## src/rtl/fpu_pkg.sv

```systemverilog
// Shared types and constants for the pipelined FPU adder/subtractor.
// Status bit positions, FSM state encoding, rounding-mode codes and the exponent bias.
package fpu_pkg;

   localparam int ST_EXACT   = 0;
   localparam int ST_OVF     = 1;
   localparam int ST_UNF     = 2;
   localparam int ST_INEXACT = 3;

   localparam logic RND_RNE   = 1'b0;
   localparam logic RND_TRUNC = 1'b1;

   typedef enum logic [2:0] {
      S_IDLE,
      S_UNPACK,
      S_ALIGN,
      S_ADD,
      S_NORM,
      S_ROUND,
      S_DONE
   } state_t;

   function automatic int bias(input int exp_w);
      return (1 << (exp_w - 1)) - 1;
   endfunction

endpackage

```

## src/rtl/fpu_lzc.sv

```systemverilog
// Combinational leading-zero counter; an all-zero input reports WIDTH.
// Scanning from the LSB upward lets the highest set bit have the final say.
module fpu_lzc #(
   parameter  int WIDTH = 28,
   localparam int CNT_W = $clog2(WIDTH + 1)
) (
   input  logic [WIDTH-1:0] data_i,
   output logic [CNT_W-1:0] count_o
);

   always_comb begin
      count_o = CNT_W'(WIDTH);
      for (int i = 0; i < WIDTH; i++) begin
         if (data_i[i]) count_o = CNT_W'(WIDTH - 1 - i);
      end
   end

endmodule

```

## src/rtl/fpu_addsub_pipe.sv

```systemverilog
// Multi-cycle floating-point adder/subtractor with valid/ready handshakes.
// One operation at a time walks UNPACK, ALIGN, ADD, NORM, ROUND, then waits in DONE.
module fpu_addsub_pipe
   import fpu_pkg::*;
#(
   parameter  int EXP_W  = 7,
   parameter  int FRAC_W = 24,
   localparam int W      = 1 + EXP_W + FRAC_W
) (
   input  logic         clk,
   input  logic         rst,
   input  logic [W-1:0] op_a_in,
   input  logic [W-1:0] op_b_in,
   input  logic         op_sel,
   input  logic         rnd_mode_in,
   input  logic         in_valid,
   output logic         in_ready,
   output logic [W-1:0] data_out,
   output logic [3:0]   status_out,
   output logic         out_valid,
   input  logic         out_ready
);

   localparam int MAN_W  = FRAC_W + 1;       // mantissa with hidden bit
   localparam int EXT_W  = MAN_W + 3;        // plus guard, round, sticky
   localparam int SUM_W  = EXT_W + 1;        // plus carry-out
   localparam int WIDE_W = 2 * MAN_W + 2;
   localparam int EXP_SW = EXP_W + 2;        // signed working exponent
   localparam int LZ_W   = $clog2(EXT_W + 1);

   localparam logic [EXP_W-1:0]         EXP_ONES = '1;
   localparam logic signed [EXP_SW-1:0] EXP_MAX  = EXP_SW'((2 ** EXP_W) - 1);
   localparam logic signed [EXP_SW-1:0] EXP_ONE  = EXP_SW'(1);

   state_t state_q, state_d;

   logic [W-1:0]              a_q, b_q, short_data_q, data_q;
   logic                      sel_q, rnd_q, sign_l_q, eff_sub_q, sat_q, short_q, zero_q;
   logic [EXP_W-1:0]          exp_l_q, exp_s_q;
   logic [MAN_W-1:0]          man_l_q, man_s_q;
   logic [EXT_W-1:0]          ext_s_q, norm_q;
   logic [SUM_W-1:0]          sum_q;
   logic signed [EXP_SW-1:0]  exp_q;
   logic [3:0]                status_q;

   // FSM
   always_ff @(posedge clk or posedge rst) begin
      if (rst) state_q <= S_IDLE;
      else     state_q <= state_d;
   end

   always_comb begin
      // NOTE: every output gets a default first so no path through the case can infer a latch.
      state_d   = state_q;
      in_ready  = 1'b0;
      out_valid = 1'b0;
      case (state_q)
         S_IDLE: begin
            in_ready = 1'b1;
            if (in_valid) state_d = S_UNPACK;
         end
         S_UNPACK: state_d = S_ALIGN;
         S_ALIGN:  state_d = S_ADD;
         S_ADD:    state_d = S_NORM;
         S_NORM:   state_d = S_ROUND;
         S_ROUND:  state_d = S_DONE;
         S_DONE: begin
            out_valid = 1'b1;
            if (out_ready) state_d = S_IDLE;
         end
         default:  state_d = S_IDLE;
      endcase
   end

   // UNPACK: effective sign of B, hidden bit, magnitude ordering
   logic              sa, sb, a_big;
   logic [EXP_W-1:0]  ea, eb;
   logic [FRAC_W-1:0] fa, fb;

   assign sa    = a_q[W-1];
   assign sb    = b_q[W-1] ^ sel_q;
   assign ea    = a_q[W-2:FRAC_W];
   assign eb    = b_q[W-2:FRAC_W];
   assign fa    = a_q[FRAC_W-1:0];
   assign fb    = b_q[FRAC_W-1:0];
   assign a_big = a_q[W-2:0] >= b_q[W-2:0];

   // ALIGN: shifted-out bits below the round position collapse into sticky
   logic [EXP_W-1:0]  diff;
   logic [WIDE_W-1:0] wide;
   logic [EXT_W-1:0]  aligned;

   assign diff    = exp_l_q - exp_s_q;
   assign wide    = {man_s_q, {(MAN_W + 2){1'b0}}} >> diff;
   assign aligned = (int'(diff) >= MAN_W + 2) ? EXT_W'(1)
                                              : {wide[WIDE_W-1:MAN_W], |wide[MAN_W-1:0]};

   // ADD
   logic [SUM_W-1:0] sum;
   assign sum = eff_sub_q ? ({1'b0, man_l_q, 3'b000} - {1'b0, ext_s_q})
                          : ({1'b0, man_l_q, 3'b000} + {1'b0, ext_s_q});

   // NORM
   logic [LZ_W-1:0]          lz;
   logic [EXT_W-1:0]         norm;
   logic signed [EXP_SW-1:0] exp_n;

   fpu_lzc #(.WIDTH(EXT_W)) u_lzc (
      .data_i  (sum_q[EXT_W-1:0]),
      .count_o (lz)
   );

   always_comb begin
      if (sum_q[SUM_W-1]) begin
         norm  = {sum_q[SUM_W-1:2], |sum_q[1:0]};
         exp_n = exp_q + EXP_ONE;
      end else begin
         norm  = sum_q[EXT_W-1:0] << lz;
         exp_n = exp_q - $signed(EXP_SW'(lz));
      end
   end

   // ROUND and result classification
   logic                     inc;
   logic [MAN_W:0]           rounded;
   logic signed [EXP_SW-1:0] exp_r;
   logic [FRAC_W-1:0]        frac_r;
   logic [W-1:0]             data_d;
   logic [3:0]               status_d;

   assign inc     = (rnd_q == RND_RNE) & norm_q[2] & (norm_q[1] | norm_q[0] | norm_q[3]);
   assign rounded = {1'b0, norm_q[EXT_W-1:3]} + {{MAN_W{1'b0}}, inc};
   assign exp_r   = exp_q + $signed({{(EXP_SW - 1){1'b0}}, rounded[MAN_W]});
   assign frac_r  = rounded[MAN_W] ? rounded[MAN_W-1:1] : rounded[FRAC_W-1:0];

   always_comb begin
      data_d   = '0;
      status_d = '0;
      if (sat_q) begin
         data_d           = {sign_l_q, EXP_ONES, {FRAC_W{1'b0}}};
         status_d[ST_OVF] = 1'b1;
      end else if (short_q) begin
         data_d             = short_data_q;
         status_d[ST_EXACT] = 1'b1;
      end else if (zero_q) begin
         status_d[ST_EXACT] = 1'b1;
      end else if (exp_r >= EXP_MAX) begin
         data_d           = {sign_l_q, EXP_ONES, {FRAC_W{1'b0}}};
         status_d[ST_OVF] = 1'b1;
      end else if (exp_r[EXP_SW-1] || exp_r == '0) begin
         data_d           = {sign_l_q, {(W - 1){1'b0}}};
         status_d[ST_UNF] = 1'b1;
      end else begin
         data_d = {sign_l_q, exp_r[EXP_W-1:0], frac_r};
         if (|norm_q[2:0]) status_d[ST_INEXACT] = 1'b1;
         else              status_d[ST_EXACT]   = 1'b1;
      end
   end

   // Datapath registers, each loaded only in the state that produces it.
   // NOTE: the datapath is reset along with the FSM so data_out/status_out read zero after reset.
   always_ff @(posedge clk or posedge rst) begin
      if (rst) begin
         a_q          <= '0;
         b_q          <= '0;
         sel_q        <= 1'b0;
         rnd_q        <= 1'b0;
         sign_l_q     <= 1'b0;
         eff_sub_q    <= 1'b0;
         sat_q        <= 1'b0;
         short_q      <= 1'b0;
         short_data_q <= '0;
         exp_l_q      <= '0;
         exp_s_q      <= '0;
         man_l_q      <= '0;
         man_s_q      <= '0;
         ext_s_q      <= '0;
         sum_q        <= '0;
         exp_q        <= '0;
         norm_q       <= '0;
         zero_q       <= 1'b0;
         data_q       <= '0;
         status_q     <= '0;
      end else begin
         // NOTE: non-blocking assignments so every register samples pre-edge values.
         case (state_q)
            S_IDLE: begin
               if (in_valid) begin
                  a_q   <= op_a_in;
                  b_q   <= op_b_in;
                  sel_q <= op_sel;
                  rnd_q <= rnd_mode_in;
               end
            end
            S_UNPACK: begin
               sign_l_q     <= a_big ? sa : sb;
               eff_sub_q    <= sa ^ sb;
               exp_l_q      <= a_big ? ea : eb;
               exp_s_q      <= a_big ? eb : ea;
               man_l_q      <= {1'b1, a_big ? fa : fb};
               man_s_q      <= {1'b1, a_big ? fb : fa};
               sat_q        <= (ea == EXP_ONES) || (eb == EXP_ONES);
               short_q      <= (ea == '0) || (eb == '0);
               short_data_q <= (ea == '0) ? {sb, eb, fb} : a_q;
            end
            S_ALIGN: ext_s_q <= aligned;
            S_ADD: begin
               sum_q <= sum;
               exp_q <= $signed({2'b00, exp_l_q});
            end
            S_NORM: begin
               norm_q <= norm;
               exp_q  <= exp_n;
               zero_q <= (sum_q == '0);
            end
            S_ROUND: begin
               data_q   <= data_d;
               status_q <= status_d;
            end
            default: ;
         endcase
      end
   end

   assign data_out   = data_q;
   assign status_out = status_q;

endmodule

```

## config.mk

```make
export PLATFORM = sky130hd
export DESIGN_NAME = fpu_addsub_pipe
export DESIGN_NICKNAME = d
export VERILOG_FILES = /design/src/rtl/fpu_pkg.sv /design/src/rtl/fpu_lzc.sv /design/src/rtl/fpu_addsub_pipe.sv
export SDC_FILE = /design/constraint.sdc
export NUM_CORES = 1
export LEC_CHECK = 0
export ABC_CLOCK_PERIOD_IN_PS = 24500
export BUFFER_PORTS_ARGS = -buffer_cell sky130_fd_sc_hd__buf_4
export CORE_ASPECT_RATIO = 1.75
export CORE_MARGIN = 5
export CORE_UTILIZATION = 40
export DETAILED_ROUTE_END_ITERATION = 8
export HOLD_SLACK_MARGIN = 0.1
export PLACE_DENSITY = 0.66
export RECOVER_POWER = 25
export SETUP_SLACK_MARGIN = 0.05
export SYNTH_ARGS = -nofsm -noshare
export SYNTH_HDL_FRONTEND = slang
export SYNTH_HIERARCHICAL = 1
export SYNTH_SLANG_ARGS = --single-unit
export TNS_END_PERCENT = 50
```

## constraint.sdc

```tcl
create_clock -name clk -period 24.5 [get_ports clk]
set_clock_uncertainty 0.05 [all_clocks]
set_input_delay 7.35 -clock clk [delete_from_list [all_inputs] [get_ports clk]]
set_output_delay 7.35 -clock clk [all_outputs]
set_load 0.01 [all_outputs]
```

# Word level (Yosys, flattened, before mapping)
# Cells that the tools add are included.
[op_classes]
n_reduce_logical = 14
n_addsub = 7
shifts = 2
bitwise = 7
n_eq_ne = 10
n_mux = 65
magnitude_cmp = 3
[op_table]
columns = ["operator", "count"]
rows = [
  ["$mux 32", 4],
  ["$mux 5", 16],
  ["$mux 24", 3],
  ["$mux 31", 2],
  ["$mux 28", 2],
  ["$shr 52x7->52", 1],
  ["$mux 4", 8],
  ["$ge 31x31->1", 1],
  ["$add 28x28->29", 1],
  ["$logic_not 29->1", 1],
  ["$mux 29", 1],
  ["$sub 28x28->29", 1],
  ["$shl 28x5->28", 1],
  ["$add 25x1->26", 1],
  ["$reduce_or 25->1", 1],
  ["$mux 3", 8],
  ["$pmux 3 s7", 1],
  ["$pmux 9 s2", 1],
  ["$eq 7x7->1 const B", 2],
  ["$logic_not 7->1", 2],
  ["$mux 1", 14],
  ["$mux 7", 2],
  ["$add 9x2->9", 1],
  ["$add 9x2->9 const B", 1],
  ["21 further kinds", 32],
]
[word_totals]
word_cells = 129
register_bits = 300
input_bits = 70
out_inout_bits = 38

# Logic depth before layout (Yosys ltp)
[depth]
word_depth = 31
ltp_mapped = 22
depth_no_buf = 19

# Modules after synthesis
# The synthesis kept the hierarchy.
[by_module_without_submodules]
columns = ["mod", "cells_per_inst", "area_per_inst_um2", "instances", "seq_area_each_um2"]
rows = [
  ["fpu_addsub_pipe", 2289, 19976.7, 1, 7482.2],
  ["fpu_lzc", 60, 336.6, 1, 0.0],
]

# Worst setup path after synthesis
# No wires, ideal clock.
[synth_path]
path_kind = "input to register"
start = "input port in_valid"
end = "register a_q[0]"
path_stages = 5
required_time_ns = 24.316
path_buffers = 3
setup_time_ns = 0.134
slack_ns = 15.965
arrival_time_ns = 8.352
path_cell_list = "and2_1 -> clkbuf_1 -> clkbuf_1 -> clkbuf_1 -> o21ai_0"
[synth_between]
elab_chain_len = 1
[synth_lines]
columns = ["element", "line", "rtl"]
rows = [
  ["start: declaration", "fpu_addsub_pipe.sv:16", "input logic in_valid,"],
  ["$reduce_and 2->1 (no source line)", "-", ""],
  ["end signal: assignment", "fpu_addsub_pipe.sv:189", "a_q <= op_a_in;"],
  ["end: declaration", "fpu_addsub_pipe.sv:37", "logic [W-1:0] a_q, b_q, short_data_q, data_q;"],
]
# Every way passes these cells.
# A chain may end at the register's enable or synchronous reset.

# Worst setup path after layout
[layout_path]
start = "register state_q[2]"
end = "output port in_ready"
[layout_between]
elab_chain_len = 2
[layout_lines]
columns = ["element", "line", "rtl"]
rows = [
  ["start: declaration", "fpu_addsub_pipe.sv:35", "state_t state_q, state_d;"],
  ["start signal: assignment", "fpu_addsub_pipe.sv:49", "else state_q <= state_d;"],
  ["$logic_not 3->1", "fpu_addsub_pipe.sv:57", "case (state_q)"],
  ["$mux 1", "fpu_addsub_pipe.sv:57", ""],
  ["end: declaration", "fpu_addsub_pipe.sv:17", "output logic in_ready,"],
]
# Every way passes these cells.

==> impl_metrics.ini <==
[run_status]
status = finished, violations left
violations = capacitance limit, slew limit

[cts]
cts_resized = 0
ctsHoldBuffers = 0
h-tree-depth = 2
post_cts_buffers = 0
root_buffer = clkbuf_16
clkTransAtPathRegs_ps = 70
clock-sinks = 299
cts_buffer_depth = 3
cts_made_buffers = 34
clk_latency_ps = 540
cts_tree = built

[critical_path]
cp-startpoint = state_q[2]
critPathArrivalTime_ps = 1470
path_buf_inv = 1
worstRegToRegCells = 11
slowest_stage = dfrtp_1
endpoint = in_ready
regToRegSetupSlack_ps = 17490
crit_path_start_kind = flip-flop
crit_chain = nor3_1 > buf_4
path_depth = 2
end_kind = output port
required_ps = 17100
cpPeakStageDelay_ps = 520
r2r-start = b_q[8]
worstSetupPathType = flip-flop to output port
r2r-end = man_l_q[5]
cp_max_fo = 14
path_delay_family = flip-flops

[timing]
worst_slew_pin_slew_ps = 4530
finalCriticalPeriod_ps = 8870
setup_viol = 0
hold_viol = 0
tns_ps = 0
min_period_over_period = 0.362
slew_violations = 520
rsz0062_at_grt = false
maxSlewHeadroom = -2.02
fmax_mhz = 113

[routing]
wl_per_cell_um = 22.2
drcViolationCount = 0
drt_iter0_drc = 1487
via_count = 17864
via_per_inst = 5.83
routed_wl_mm = 68.1
first_pass_iters = 5
ant_nets = 0

[cells_and_area]
final_nets = 2546
drive_above_1_share = 0.114
fill_cells = 5014
antennaDiodeCount = 0
final_util = 0.451
syn_to_final_growth_pct = 12.0

[die]
rows = 109
ioPinCount = 108
core_mm2 = 0.0505
design.die.area_mm2 = 0.0556
die-width_um = 180
die_h_um = 308
initial_core_util = 0.403

[yosys]
ys_ff_latch = 299
yosysUniqueCellTypes = 82
synth_top_area_frac = 0.368
ys.warnings.count = 6
synth_ff_type = dfrtp_1
yosysTopAreaCell = dfrtp_1
synth_edf_count = 0
syn-cell-area_mm2 = 0.0203
synthTopCellsByArea = dfrtp_1, mux2i_1, ha_1
yosysMostFrequentCell = dfrtp_1
synthArstFlopShare = 1.00
ys_top_cells_by_count = dfrtp_1, nand2_1, nor2_1
synthCells = 2349
yosysSeqAreaShare = 0.368
avgSynthCellArea_um2 = 8.65
synth_nets = 2523

[global_routing]
grt_remaining_overflow = 0
met2_usage = 0.441
use_met3 = 0.0192
busiest_layer = met2
first_global_vias = 17773
antenna_found_initial = 3
grt_pass1_wl_mm = 103
grt_use_met1 = 0.253
grt_max_degree = 176
track_usage = 0.236

[flow_run]
cap_violations = 9

[placement]
portBuffers = 107
gp_routability_congestion = 0.950
hpwl_mm = 52.2

[worst_hold_path]
min_path_type = flip-flop to flip-flop
-- worst min-delay path by stage --
stage / to / start / slack, ps / depth (start not counted)
finish: short_data_q[31] / short_data_q[31] / 430 / 2
floorplan: sign_l_q / sign_l_q / 390 / 2
global placement: sign_l_q / sign_l_q / 410 / 2
CTS: data_out[31] / data_out[31] / 430 / 1
detailed placement: data_out[31] / data_out[31] / 420 / 1
global route: short_data_q[2] / short_data_q[2] / 440 / 2
-- sequential cells by signal (all words and copies together) (netlist names), 24 cells and up --
name          flops
man_s_q          24
data_out         32
ext_s_q          28
a_q              32
short_data_q     32
sum_q            29
man_l_q          25
b_q              32
norm_q           28
-- worst reg2reg max path, cell delays in order (launching register included) --
cell	delay, ps
dfrtp_1	410
inv_1	70
ha_1	300
nand4_1	160
nor2_1	240
o21a_1	160
o31ai_1	80
a31o_2	280
a31oi_1	330
clkbuf_1	3190
mux2i_1	1270
a21oi_1	370
-- through the flow --
step | instances | worst slack [ps] | instance area (um^2) | hold WS (ps)
after global placement | 3002 | 15400 | 21600 | 412
final | 3063 | 15630 | 22800 | 426
after CTS | 3063 | 15580 | 22800 | 434
after detailed placement | 3002 | 15380 | 21600 | 420
after floorplan | 2349 | 8840 | 20300 | 394
after global routing | 3063 | 15530 | 22800 | 445
-- layout by cell type (no fill, tap or decap), types with 26 or more instances in the layout --
cell / count
xnor2_1: 40
a21oi_1: 179
nand3_1: 43
clkbuf_16: 35
dfrtp_1: 299
a22oi_1: 30
buf_4: 123
nor3_1: 34
nor2_1: 229
o21ai_0: 210
nand2_1: 272
mux2i_1: 145
mux2_2: 45
o22ai_1: 26
inv_1: 125
ha_1: 101
-- layer usage --
metal,vias to the layer above,part of all wire
met5,-,0
met4,0,0.076
met3,183,0.037
met2,571,0.53
met1,8636,0.36
li1,8474,-
-- cell type report --
cell class | count | area [um^2] | share of cell area
multi-input cells | 1777 | 11800 | 0.519
inverters | 129 | 492 | 0.0216
clock inverters | 10 | 156 | 0.00687
flip-flops and latches | 299 | 7480 | 0.329
clock buffers | 51 | 1010 | 0.0442
well taps | 666 | 833 | 0.0366
repair buffers | 131 | 970 | 0.0426
-- kinds of logic after synthesis --
logic type | Yosys count | synth area share
flops | 299 | 0.368
buf+inv | 273 | 0.0515
compound gates | 669 | 0.204
xor+xnor | 63 | 0.0272
fa+ha+maj | 104 | 0.0652
mux | 218 | 0.125
simple gates | 723 | 0.159
Power is not shown: default switching activity piles up to over one toggle a cycle in this logic, so the estimate is an artifact.
